<file path="config.mk">
export PLATFORM = sky130hd
export DESIGN_NAME = ps2_host_tx
export DESIGN_NICKNAME = d
export VERILOG_FILES = /design/src/rtl/ps2_host_tx.sv
export SDC_FILE = /design/constraint.sdc
export NUM_CORES = 1
export LEC_CHECK = 0
export ABC_AREA = 1
export CORE_ASPECT_RATIO = 1.4
export CORE_MARGIN = 2
export CORE_UTILIZATION = 60
export DETAILED_ROUTE_END_ITERATION = 6
export PLACE_DENSITY = 0.8
export SLEW_MARGIN = 5
export SYNTH_ARGS = -nofsm -noshare
export SYNTH_HDL_FRONTEND = slang
export SYNTH_SLANG_ARGS = --single-unit
</file>
<file path="constraint.sdc">
create_clock -name clk25 -period 3.6 [get_ports clk25]
set_clock_uncertainty 0.05 [all_clocks]
set_input_delay 0.36 -clock clk25 [delete_from_list [all_inputs] [get_ports clk25]]
set_output_delay 0.36 -clock clk25 [all_outputs]
set_load 0.01 [all_outputs]
</file>
<file path="src/rtl/ps2_host_tx.sv">
// PS/2 host-to-device transmitter: inhibits the bus, requests to send, then
// shifts a byte/parity/stop frame out on device clock falls and checks the ACK.
module ps2_host_tx #(
    parameter int INHIBIT_CYCLES = 3000,
    parameter int SETUP_CYCLES   = 25,
    parameter int FILTER_CYCLES  = 64,
    parameter int TIMEOUT_CYCLES = 375000
) (
    input  logic       clk25,
    input  logic       rst,
    input  logic       wr,
    input  logic [7:0] data,
    output logic       busy,
    output logic       done,
    output logic       err,
    input  logic       ps2c_in,
    input  logic       ps2d_in,
    output logic       ps2c_oe,
    output logic       ps2d_oe
);
    localparam int CMAX = (TIMEOUT_CYCLES > INHIBIT_CYCLES) ? TIMEOUT_CYCLES : INHIBIT_CYCLES;
    localparam int CW   = $clog2(CMAX + 1);
    localparam int FW   = $clog2(FILTER_CYCLES + 1);

    typedef enum logic [2:0] {IDLE, INHIBIT, SETUP, SHIFT, ACK, WAIT_IDLE} state_t;

    state_t          state, state_n;
    logic [CW-1:0]   cnt, cnt_n;
    logic [9:0]      shift, shift_n;
    logic [3:0]      bit_cnt, bit_n;
    logic            c_oe_n, d_oe_n, busy_n, done_n, err_n;
    logic            c_s1, c_s2, d_s1, d_s2;
    logic            c_filt;
    logic [FW-1:0]   fcnt;
    logic            fall, to_hit, abort;

    // Synchronisers plus a stability filter on the clock line; the bus idles high.
    always_ff @(posedge clk25) begin
        if (rst) begin
            c_s1   <= 1'b1;
            c_s2   <= 1'b1;
            d_s1   <= 1'b1;
            d_s2   <= 1'b1;
            c_filt <= 1'b1;
            fcnt   <= '0;
        end else begin
            c_s1 <= ps2c_in;
            c_s2 <= c_s1;
            d_s1 <= ps2d_in;
            d_s2 <= d_s1;
            if (c_s2 == c_filt) begin
                fcnt <= '0;
            end else if (fcnt == FW'(FILTER_CYCLES - 1)) begin
                c_filt <= c_s2;
                fcnt   <= '0;
            end else begin
                fcnt <= fcnt + 1'b1;
            end
        end
    end

    assign fall   = c_filt & ~c_s2 & (fcnt == FW'(FILTER_CYCLES - 1));
    assign to_hit = (cnt == CW'(TIMEOUT_CYCLES - 1));

    always_ff @(posedge clk25) begin
        if (rst) begin
            state   <= IDLE;
            cnt     <= '0;
            shift   <= '0;
            bit_cnt <= '0;
            ps2c_oe <= 1'b0;
            ps2d_oe <= 1'b0;
            busy    <= 1'b0;
            done    <= 1'b0;
            err     <= 1'b0;
        end else begin
            state   <= state_n;
            cnt     <= cnt_n;
            shift   <= shift_n;
            bit_cnt <= bit_n;
            ps2c_oe <= c_oe_n;
            ps2d_oe <= d_oe_n;
            busy    <= busy_n;
            done    <= done_n;
            err     <= err_n;
        end
    end

    always_comb begin
        state_n = state;
        cnt_n   = cnt;
        shift_n = shift;
        bit_n   = bit_cnt;
        c_oe_n  = ps2c_oe;
        d_oe_n  = ps2d_oe;
        busy_n  = busy;
        done_n  = 1'b0;
        err_n   = 1'b0;
        abort   = 1'b0;
        case (state)
            IDLE: begin
                c_oe_n = 1'b0;
                d_oe_n = 1'b0;
                if (wr) begin
                    shift_n = {1'b1, ~^data, data};
                    busy_n  = 1'b1;
                    c_oe_n  = 1'b1;
                    cnt_n   = '0;
                    state_n = INHIBIT;
                end
            end
            INHIBIT: begin
                if (cnt == CW'(INHIBIT_CYCLES - 1)) begin
                    d_oe_n  = 1'b1;
                    cnt_n   = '0;
                    state_n = SETUP;
                end else begin
                    cnt_n = cnt + 1'b1;
                end
            end
            SETUP: begin
                if (cnt == CW'(SETUP_CYCLES - 1)) begin
                    c_oe_n  = 1'b0;
                    cnt_n   = '0;
                    bit_n   = '0;
                    state_n = SHIFT;
                end else begin
                    cnt_n = cnt + 1'b1;
                end
            end
            SHIFT: begin
                if (fall) begin
                    d_oe_n  = ~shift[0];
                    shift_n = {1'b0, shift[9:1]};
                    bit_n   = bit_cnt + 1'b1;
                    cnt_n   = '0;
                    if (bit_cnt == 4'd9) state_n = ACK;
                end else if (to_hit) begin
                    abort = 1'b1;
                end else begin
                    cnt_n = cnt + 1'b1;
                end
            end
            ACK: begin
                if (fall) begin
                    if (!d_s2) begin
                        cnt_n   = '0;
                        state_n = WAIT_IDLE;
                    end else begin
                        abort = 1'b1;
                    end
                end else if (to_hit) begin
                    abort = 1'b1;
                end else begin
                    cnt_n = cnt + 1'b1;
                end
            end
            WAIT_IDLE: begin
                if (c_filt && d_s2) begin
                    done_n  = 1'b1;
                    busy_n  = 1'b0;
                    state_n = IDLE;
                end else if (to_hit) begin
                    abort = 1'b1;
                end else begin
                    cnt_n = cnt + 1'b1;
                end
            end
            default: begin
                state_n = IDLE;
            end
        endcase
        // Timeout or NACK: release both lines and go back to IDLE with one err pulse.
        if (abort) begin
            err_n   = 1'b1;
            c_oe_n  = 1'b0;
            d_oe_n  = 1'b0;
            busy_n  = 1'b0;
            cnt_n   = '0;
            state_n = IDLE;
        end
    end
endmodule

</file>
# Word level (Yosys, flattened, before mapping)
# Index checks and enable logic that the tools add are counted.
[classes]
addsub = 3
eq_ne = 21
n_mux = 41
bitwise = 6
n_reduce_logical = 20
[op_table]
columns = ["op", "count"]
rows = [
  ["19-bit 2-to-1 mux", 8],
  ["19-bit case mux with 6 select lines", 1],
  ["3-bit 2-to-1 mux", 8],
  ["10-bit 2-to-1 mux", 2],
  ["10-bit case mux with 2 select lines", 1],
  ["19-bit by 1-bit adder with 19-bit output (second input constant)", 1],
  ["19-bit by 12-bit == test with 1-bit output (second input constant)", 1],
  ["19-bit == test (second input constant)", 1],
  ["19-bit by 5-bit == test with 1-bit output (second input constant)", 1],
  ["2-bit != test (second input constant)", 9],
  ["3-bit case mux with 6 select lines", 1],
  ["1-bit 2-to-1 mux", 13],
  ["3-bit AND reduction", 4],
  ["4-bit 2-to-1 mux", 2],
  ["4-bit case mux with 2 select lines", 1],
  ["8-bit AND reduction", 1],
  ["2-bit nonzero test", 4],
  ["8-bit XNOR reduction", 1],
  ["7-bit by 1-bit adder with 7-bit output (second input constant)", 1],
  ["7-bit by 6-bit == test with 1-bit output (second input constant)", 1],
  ["3-bit by 2-bit == test with 1-bit output (second input constant)", 2],
  ["3-bit == test (second input constant)", 2],
  ["1-bit case mux with 3 select lines", 2],
  ["6-bit nonzero test", 1],
  ["other kinds (15)", 22],
]
[totals]
regBits = 53
input_bits = 13
output_inout_bits = 5
wordCells = 106

# Logic depth before layout (Yosys ltp)
[depth]
depth_word = 6
ltp_mapped = 13
depth_no_buf = 13

# Worst setup path before layout
# OpenSTA, ideal clock, no wires.
[synth_path]
path_type = "flip-flop to flip-flop"
startpoint = "register fcnt[0]"
endpoint = "register cnt[4]"
setup_ns = 0.114
t_arrival_ns = 1.522
slack_ns = 1.914
stages_incl_launch_ff = 12
period_less_slack_ns = 1.686
cell_sequence = "dfxtp_1 > ha_1 > nand3_1 > inv_1 > nand3_2 > a21oi_1 > nand3_4 > buf_6 > nand2_2 > nand2_1 > nand2_1 > a21oi_2"
[synth_via]
elab_chain_len = 5
[synth_lines]
columns = ["element", "line_no", "text"]
rows = [
  ["start: declaration", "34", "logic [FW-1:0] fcnt;"],
  ["start signal: assignment", "57", "fcnt <= fcnt + 1'b1;"],
  ["7-bit by 6-bit == test with 1-bit output *", "62", "assign fall = c_filt & ~c_s2 & (fcnt == FW'(FILTER_CYCLES - 1));"],
  ["1-bit bitwise AND *", "62", ""],
  ["1-bit 2-to-1 mux, on equally long branches", "145, 132", ""],
  ["1-bit case mux with 3 select lines", "100", "case (state)"],
  ["2-bit OR reduction (no line)", "--", ""],
  ["end signal: assignment", "78", "cnt <= cnt_n;"],
  ["end: declaration", "28", "logic [CW-1:0] cnt, cnt_n;"],
]
# Every way passes the cells marked *; elsewhere a longest branch is shown, timed or not.
# A chain may end at the register's enable or synchronous reset.

# Final worst setup path
[layout_path]
startpoint = "register fcnt[0]"
endpoint = "register cnt[12]"
# The elaborated chain is that of the path after synthesis.

==> results.json <==
{
  "cts_hold_buf": 0,
  "drive_gt1_share_pct": 10.5,
  "reg2reg_slack_ps": 1380,
  "synthArstFlopShare_pct": 0,
  "drc_errors": 0,
  "ir_worst_vdd_v": 0.000408,
  "maxSlewViolCount": 0,
  "crit_path_end_kind": "flip-flop",
  "crit_cells": 10,
  "grt_pass1_wl_mm": 12.8,
  "timing.hold.ws_ps": 366,
  "rr_worst_depth": 10,
  "grtUsageTotal_pct": 26.9,
  "synth.most_common_cell": "nand2_1",
  "post_drt_wl_per_cell_um": 13.2,
  "start_kind": "flip-flop",
  "yosys.area_share.simple_pct": 38.2,
  "critPathKind": "flip-flop to flip-flop",
  "setup_viol": 0,
  "crit_family": "simple AND/OR/NAND/NOR gates",
  "cap_violations": 0,
  "seq_area_frac_synth_pct": 32.7,
  "ios": 18,
  "vias": 3129,
  "timing.rr.end": "cnt[12]$_SDFFE_PP0P_",
  "synth_cells": 484,
  "fp.dieH_um": 91.0,
  "synth_common_cells": "128 x nand2_1, 56 x inv_1, 55 x nor2_1",
  "fin_util_pct": 68.0,
  "synth_top_cell_by_area": "dfxtp_1",
  "fp.dieW_um": 66.2,
  "yosysTopAreaCellShare_pct": 32.7,
  "first_iter_violations": 302,
  "ys_seq_elements": 53,
  "antenna_found_initial": 0,
  "synth_edf_count": 0,
  "avgSynthCellArea_um2": 6.71,
  "syn_to_final_growth_pct": 8.87,
  "fp-row-count": 31,
  "status": "finished, final reports clean",
  "worstPathArrival_ps": 2420,
  "detail-route-antenna-nets": 0,
  "yosysWarnings": 0,
  "synth-xor-area-share_pct": 3.24,
  "report.final.hold_viol_count": 0,
  "path_buf_inv": 2,
  "cts_buffers": 5,
  "netlist_top_cells_area": "dfxtp_1 33%, nand2_1 15%, inv_1 6.5%",
  "endpoint": "cnt[12]$_SDFFE_PP0P_",
  "critPathRequiredTime_ps": 3800,
  "tns_ps": 0,
  "cts-root-buf": "clkbuf_8",
  "synth_area_um2": 3250,
  "p_per_area_nw_per_um2": 543,
  "slowest_stage": "nor2_4",
  "die_area_um2": 6020,
  "p_leak_nw": 1.39,
  "cts_tree": "done",
  "clkTransAtPathRegs_ps": 100,
  "clk_latency_ps": 310,
  "rsz0062_at_grt": "false",
  "synth_adder_area_share_pct": 2.31,
  "critPathMaxFanout": 27,
  "routed_wl_mm": 7.41,
  "layout_min_cycle_time_ps": 2220,
  "hpwlAfterDp_mm": 5.58,
  "dp.cells": 555,
  "crit_chain": "ha_1 > nand3_1 > inv_1 > nand3_2 > nor2_1 > nor2_4 > nand2_1 > o21ai_0 > inv_1 > nor2_1",
  "synthMuxAreaShare_pct": 0,
  "avgViaCountPerCell": 5.56,
  "synth_cell_type_count": 38,
  "worstMarginPinSlew_ps": 633,
  "grt_max_degree": 28,
  "period_share_pct": 61.6,
  "clock.fmax_mhz": 451,
  "nNetsFinal": 515,
  "fp.coreArea_um2": 5200,
  "initial_core_util_pct": 62.4,
  "cts.repair.resized": 0,
  "place_ws_ps": 1380,
  "rr_startpoint": "fcnt[0]$_SDFF_PP0_",
  "cp-startpoint": "fcnt[0]$_SDFF_PP0_",
  "synth_nets": 503,
  "setup_ws_ps": 1380,
  "cts_sinks": 53,
  "min_path_type": "flip-flop to flip-flop",
  "relSlewSlack_pct": 57.7,
  "grt_overflow": 0,
  "detail_route.first_pass.iterations": 5,
  "slowest_delay_ps": 520,
  "synth_top_family_by_area": "simple AND/OR/NAND/NOR gates",
  "num_antenna_cells": 0,
  "final_cells": 563,
  "cts-htree-levels": 2,
  "grt_pass1_vias": 2959,
  "port_buffers": 17,
  "synth_ff_type": "dfxtp_1",
  "gp_congestion": 1.02,
  "cts_setup_buffers": 0,
  "clock_path_buffers": 2,
  "synth_compound_area_share_pct": 13.4
}
==> registers in the layout (all words and copies together), names as in the netlist, 3 cells and up <==
signal and cells:
bit_cnt 4, cnt 19, fcnt 7, shift 10, state 3
==> placed cells by master, fill, tap and decap left out, drive strengths merged, types with 2 or more instances in the layout <==
cell type      count
a31oi              2
bufinv             2
a21oi             35
nand2            137
nor2              61
xnor2              9
inv               60
nand4             14
clkbuf             5
o21ai             31
clkdlybuf4s50     17
nand3             43
dfxtp             53
xor2               3
nor3               7
or2                4
o211ai             2
ha                 6
==> where the power goes <==
part	switching (mW)	internal, mW
clock network	0.198	0.276
logic	0.479	0.235
registers	0.0537	0.676
==> worst register-to-register path: stages, from the launching register on <==
cell and delay [ps]:
dfxtp_1 330, ha_1 220, nand3_1 140, inv_1 80, nand3_2 170, nor2_1 110, nor2_4 520, nand2_1 190
o21ai_0 180, inv_1 70, nor2_1 100
==> routing by layer <==
| metal | GRT usage [%] | wire length [um] | part of all wire [%] |
|---|---|---|---|
| met3 | 3.72 | 278 | 3.8 |
| met4 | 13.4 | 282 | 3.8 |
| met2 | 48.4 | 3850 | 52 |
| met5 | 0 | 0 | 0 |
| met1 | 29.7 | 2990 | 40 |
==> kinds of logic after synthesis <==
logic type | after synthesis
and+or+nand+nor | 268
AOI/OAI and AO/OA | 73
buffers and inverters | 72
DFF | 53
xor gates and xnor gates | 12
adders and majority gates | 6
==> metrics by stage <==
stage	power, mW	cell area, um2
after global routing	2.06	3530
after CTS	1.93	3530
final	1.92	3530
after detailed placement	1.45	3400
after global placement	1.44	3400
after floorplan	1.33	3250
==> how the worst min path moves through the flow <==
stage	startpoint	end	slack [ps]	cells past startpoint
2_1_floorplan	c_s1$_SDFF_PP1_	c_s2$_SDFF_PP1_	340	1
3_3_place_gp	c_s1$_SDFF_PP1_	c_s2$_SDFF_PP1_	340	1
3_5_place_dp	d_s1$_SDFF_PP1_	d_s2$_SDFF_PP1_	340	1
4_1_cts	d_s1$_SDFF_PP1_	d_s2$_SDFF_PP1_	370	1
5_1_grt	d_s1$_SDFF_PP1_	d_s2$_SDFF_PP1_	380	1
6_report	d_s1$_SDFF_PP1_	d_s2$_SDFF_PP1_	370	1
==> final cells by class <==
cell class,instances,area (um2)
inverters,60,230
flip-flops and latches,53,1060
clock inverters,3,65.1
multi-input cells,359,1860
clock buffers,5,68.8
fillers,472,1660
well taps,66,82.6
repair buffers,17,170
No activity file was read; power rests on OpenSTA's default activity.
